$ cat config.mk
export PLATFORM = sky130hd
export DESIGN_NAME = core_control_fsm
export DESIGN_NICKNAME = d
export VERILOG_FILES = /design/src/rtl/core_control_fsm.sv
export SDC_FILE = /design/constraint.sdc
export NUM_CORES = 1
export LEC_CHECK = 0
export CELL_PAD_IN_SITES_DETAIL_PLACEMENT = 0
export CELL_PAD_IN_SITES_GLOBAL_PLACEMENT = 1
export CORE_MARGIN = 5
export CORE_UTILIZATION = 39
export DETAILED_ROUTE_END_ITERATION = 12
export GPL_ROUTABILITY_DRIVEN = 1
export PLACE_DENSITY = 0.8
export SYNTH_ARGS = -nofsm -noshare
export SYNTH_HDL_FRONTEND = slang
export SYNTH_SLANG_ARGS = --single-unit
$ cat constraint.sdc
create_clock -name clk -period 5.8 [get_ports clk]
set_input_delay 0.58 -clock clk [delete_from_list [all_inputs] [get_ports clk]]
set_output_delay 0.58 -clock clk [all_outputs]
set_load 0.05 [all_outputs]
$ cat src/rtl/core_control_fsm.sv
// core_control_fsm: multi-cycle RV32I sequencer (fetch/decode/exec/mem/wb) with retired-instruction counter.
// Optional CONTROL_TIMEOUT_EN: halts when FETCH or MEM waits TIMEOUT_CYCLES without an ack.
module core_control_fsm #(
    parameter int RESET_WAIT     = 1,
    parameter int TIMEOUT_CYCLES = 255
) (
    input  logic        clk,
    input  logic        rst_n,
    input  logic        instr_ack,
    input  logic        data_ack,
    input  logic        dec_valid,
    input  logic        dec_jump,
    input  logic        dec_branch,
    input  logic        dec_reg_w,
    input  logic        dec_data_r,
    input  logic        dec_data_w,
    input  logic        branch_taken,
    output logic        instr_req,
    output logic        ir_w,
    output logic        alu_en,
    output logic        data_req,
    output logic        data_we,
    output logic        rf_w,
    output logic        pc_w,
    output logic        pc_sel,
    output logic        halted,
    output logic [31:0] instret
);
    localparam int WW = $clog2(RESET_WAIT + 2);

    typedef enum logic [2:0] {IDLE, FETCH, DECODE, EXEC, MEM, WB, HALT} state_t;

    state_t          state, nxt;
    logic [WW-1:0]   wcnt;
    logic            r_reg_w, r_sel, r_data_w;
    logic            wb_rf, wb_sel, mem_we, tmo;

`ifdef CONTROL_TIMEOUT_EN
    localparam int TW = ($clog2(TIMEOUT_CYCLES + 1) > 8) ? $clog2(TIMEOUT_CYCLES + 1) : 8;
    logic [TW-1:0] tcnt;
    assign tmo = tcnt == TW'(TIMEOUT_CYCLES - 1);
    // bus wait counter: counts consecutive FETCH/MEM cycles, cleared on every state change
    always_ff @(posedge clk) begin
        if (!rst_n) tcnt <= '0;
        else tcnt <= (nxt == state && (state == FETCH || state == MEM)) ? tcnt + 1'b1 : '0;
    end
`else
    assign tmo = (TIMEOUT_CYCLES < 0);
`endif

    assign ir_w   = (state == FETCH) && instr_ack;
    assign wb_rf  = (state == EXEC) ? dec_reg_w : r_reg_w;
    assign wb_sel = (state == EXEC) ? (dec_jump | (dec_branch & branch_taken)) : r_sel;
    assign mem_we = (state == EXEC) ? dec_data_w : r_data_w;

    // next-state decode
    always_comb begin
        nxt = state;
        case (state)
            IDLE:    nxt = (wcnt == '0) ? FETCH : IDLE;
            FETCH:   nxt = instr_ack ? DECODE : tmo ? HALT : FETCH;
            DECODE:  nxt = dec_valid ? EXEC : HALT;
            EXEC:    nxt = (dec_data_r | dec_data_w) ? MEM : WB;
            MEM:     nxt = data_ack ? WB : tmo ? HALT : MEM;
            WB:      nxt = FETCH;
            HALT:    nxt = HALT;
            default: nxt = IDLE;
        endcase
    end

    // state, captured decode, retire counter and outputs registered from the next state
    always_ff @(posedge clk) begin
        if (!rst_n) begin
            state     <= IDLE;
            wcnt      <= WW'(RESET_WAIT);
            instret   <= '0;
            r_reg_w   <= 1'b0;
            r_sel     <= 1'b0;
            r_data_w  <= 1'b0;
            instr_req <= 1'b0;
            alu_en    <= 1'b0;
            data_req  <= 1'b0;
            data_we   <= 1'b0;
            rf_w      <= 1'b0;
            pc_w      <= 1'b0;
            pc_sel    <= 1'b0;
            halted    <= 1'b0;
        end else begin
            state <= nxt;
            if (state == IDLE && wcnt != '0) wcnt <= wcnt - 1'b1;
            if (state == EXEC) begin
                r_reg_w  <= dec_reg_w;
                r_sel    <= dec_jump | (dec_branch & branch_taken);
                r_data_w <= dec_data_w;
            end
            if (state == WB) instret <= instret + 32'd1;
            instr_req <= nxt == FETCH;
            alu_en    <= nxt == EXEC;
            data_req  <= nxt == MEM;
            data_we   <= nxt == MEM && mem_we;
            rf_w      <= nxt == WB && wb_rf;
            pc_w      <= nxt == WB;
            pc_sel    <= nxt == WB && wb_sel;
            halted    <= nxt == HALT;
        end
    end
endmodule
==> flow_metrics.py <==
metrics = {
    "run_status": {
        "status": "finished, final reports clean",
    },
    "logic_synthesis": {
        "syn_area_um2": 2270,
        "synth_edf_count": 0,
        "synthCells": 268,
        "async_flop_share": 0,
        "postSynthAreaPerCell_um2": 8.46,
        "yosys_register_bits": 48,
        "ys.flop_type": "dfxtp_1",
        "ys_seq_area_frac": 0.424,
        "yosys_warnings": 0,
        "ys_types": 40,
        "synth_nets": 281,
    },
    "clock_tree": {
        "clk_pin_slew_worst_paths_ns": 0.09,
        "htreeDepth": 2,
        "cts_hold_buf": 0,
        "clockRootBuffer": "clkbuf_8",
        "cts_setup_buffers": 0,
        "cts_tree": "done",
        "worstSkewPairLatency_ns": 0.30,
        "clock-sinks": 48,
        "cts_max_path_buffers": 2,
        "cts_resized": 0,
        "cts_buffers": 5,
    },
    "finish": {
        "fillers": 561,
        "final_nets": 325,
        "area_growth_syn_to_layout_pct": 27.6,
        "final_layout_size_suffix_gt1_frac": 0.0543,
        "diodes": 0,
    },
    "grt": {
        "grt_max_degree": 36,
        "grt_pass1_wl_um": 8980,
        "grt_pass1_vias": 1869,
        "antenna_found_initial": 0,
        "grt-ovfl-total": 0,
        "grtUsageTotal": 0.147,
    },
    "floorplan": {
        "die_w_um": 86.3,
        "die_h_um": 86.3,
        "start_util": 0.407,
        "die_area_um2": 7440,
        "core.rowCount": 27,
        "io_pins": 52,
        "core_um2": 5570,
    },
    "critical_path": {
        "cp-start-kind": "input port",
        "rr_worst_depth": 4,
        "path_cells": "clkdlybuf4s50_1 > clkinv_1 > a311oi_1 > nor2b_1",
        "cp-end-kind": "register",
        "crit_required_ns": 6.04,
        "cp.depth": 4,
        "worst_ep_arrival_time_ns": 3.23,
        "cp_slowest_cell": "clkinv_1",
        "worst-path-buf-inv": 2,
        "cp_top_family": "buffers and inverters",
        "path_class": "in2reg",
        "crit_fanout": 35,
        "cpPeakStageDelay_ns": 0.98,
    },
    "sta": {
        "worst_slack_ns": 2.81,
        "fin_crit_ns": 2.99,
        "skew_ns": 0.00511,
        "rsz0062_at_grt": "no",
        "max_slew.worst_pin.slew_ns": 0.965,
        "hold_viol": 0,
        "timing.fmax_mhz": 335,
        "min_period_over_period": 0.515,
        "slew_viol_final": 0,
        "setup_viol": 0,
        "relSlewSlack": 0.353,
        "holdWs_ns": 0.481,
        "setup_tns_ns": 0,
    },
    "placement": {
        "place_ws_ns": 2.41,
        "hpwl_um": 3850,
        "place.gp.congestion": 0.778,
        "io_buffers": 51,
    },
    "route": {
        "avgRoutedWirePerCell_um": 13.6,
        "ant_nets": 0,
        "dr.pass1.iters": 4,
        "drt_iter0_markers": 95,
        "drc": 0,
        "via_per_inst": 5.27,
        "totalWireLength_um": 5250,
        "vias": 2028,
    },
    "power_and_ir_drop": {
        "peakVddDrop_uv": 154,
        "p_per_area_nw_per_um2": 249,
        "leakagePower_nw": 0.922,
    },
    "hold_path": {
        "hold_depth": 2,
        "hp-class": "reg2reg",
    },
    "job": {
        "cap_violations": 0,
    },
}
power breakdown:
| part | internal [mW] | switching [mW] |
|---|---|---|
| combinational | 0.0582 | 0.0829 |
| clock | 0.0954 | 0.112 |
| sequential | 0.348 | 0.0264 |
| total | 0.501 | 0.221 |
final timing paths:
path                       to  slack, ns   startpoint
setup reg to reg  instret[27]       3.59     state[0]
hold / removal    instret[31]       0.48  instret[31]
setup / recovery       pc_sel       2.81        rst_n
hold reg to reg   instret[31]       0.48  instret[31]
worst register-to-register path, delay by kind of cell (launching register included):
family / cells / cell delay (ns)
AO/OA/AOI/OAI: 2 / 0.33
flip-flops: 1 / 0.65
AND/OR/NAND/NOR: 2 / 1.09
sequential cells by signal (all words and copies together) (netlist names):
signal	cells
alu_en	1
data_req	1
data_we	1
halted	1
instr_req	1
instret	32
pc_sel	1
pc_w	1
r_data_w	1
r_reg_w	1
r_sel	1
rf_w	1
state	3
wcnt	2
layer usage:
layer,up-vias,global-route usage,share of wire
li1,1042,-,-
met1,919,0.192,0.48
met2,60,0.243,0.44
met3,7,0.0380,0.064
met4,0,0.0382,0.012
met5,-,0,0
stage by stage:
step | instances | power (mW) | area (um2) | utilization
2_1_floorplan | 268 | 0.484 | 2270 | -
3_3_place_gp | 377 | 0.523 | 2800 | 0.503
3_5_place_dp | 377 | 0.524 | 2800 | 0.503
4_1_cts | 385 | 0.729 | 2900 | 0.519
5_1_grt | 385 | 0.765 | 2900 | 0.519
6_report | 385 | 0.722 | 2900 | 0.519
cell usage after synthesis, types with 2 or more instances:
master	instances	share of area
xnor2_1	7	0.027
or4_1	10	0.033
and4_1	2	0.0077
a21oi_1	20	0.044
nor2_1	19	0.031
or3_1	2	0.0055
nand2b_1	9	0.025
o31ai_1	6	0.020
a211oi_1	2	0.0066
nor3b_1	4	0.013
inv_1	12	0.020
xor2_1	4	0.015
mux2i_1	11	0.049
nand4_1	6	0.017
nand3_1	7	0.015
o41ai_1	3	0.012
nor3_1	8	0.018
and3_1	3	0.0083
nand4bb_1	2	0.0099
o21ai_0	5	0.011
ha_1	2	0.011
nor2b_1	4	0.011
clkbuf_1	11	0.018
or2_2	5	0.014
nand2_1	30	0.050
dfxtp_1	48	0.42
nor4_1	13	0.036
logic make-up (layout without fill, tap and decap cells):
family          Yosys count  count (layout)  share of synthesized area
simple gates            130             130                      0.319
flops                    48              48                      0.424
compound gates           39              39                      0.105
buf+inv                  27              72                     0.0507
xor+xnor                 11              11                     0.0425
mux                      11              11                     0.0485
fa+ha+maj                 2               2                     0.0110
final cells by class:
type / instances / area (um2) / area share
Multi-Input combinational cell: 193 / 1190 / 0.412
Sequential cell: 48 / 961 / 0.332
Timing Repair Buffer: 51 / 510 / 0.176
Tap cell: 72 / 90.1 / 0.0311
Clock buffer: 6 / 82.6 / 0.0285
Inverter: 13 / 48.8 / 0.0169
Clock inverter: 2 / 10.0 / 0.00346
cells in the final DEF (no fill, tap or decap), drive strengths merged, types with 8 or more instances in the layout:
cell,n
a21oi,20
mux2i,11
or4,10
nor4,13
nor3,8
nand2,30
nor2,19
nand2b,9
inv,12
dfxtp,48
clkdlybuf4s50,51
(Power assumes the default switching activity.)
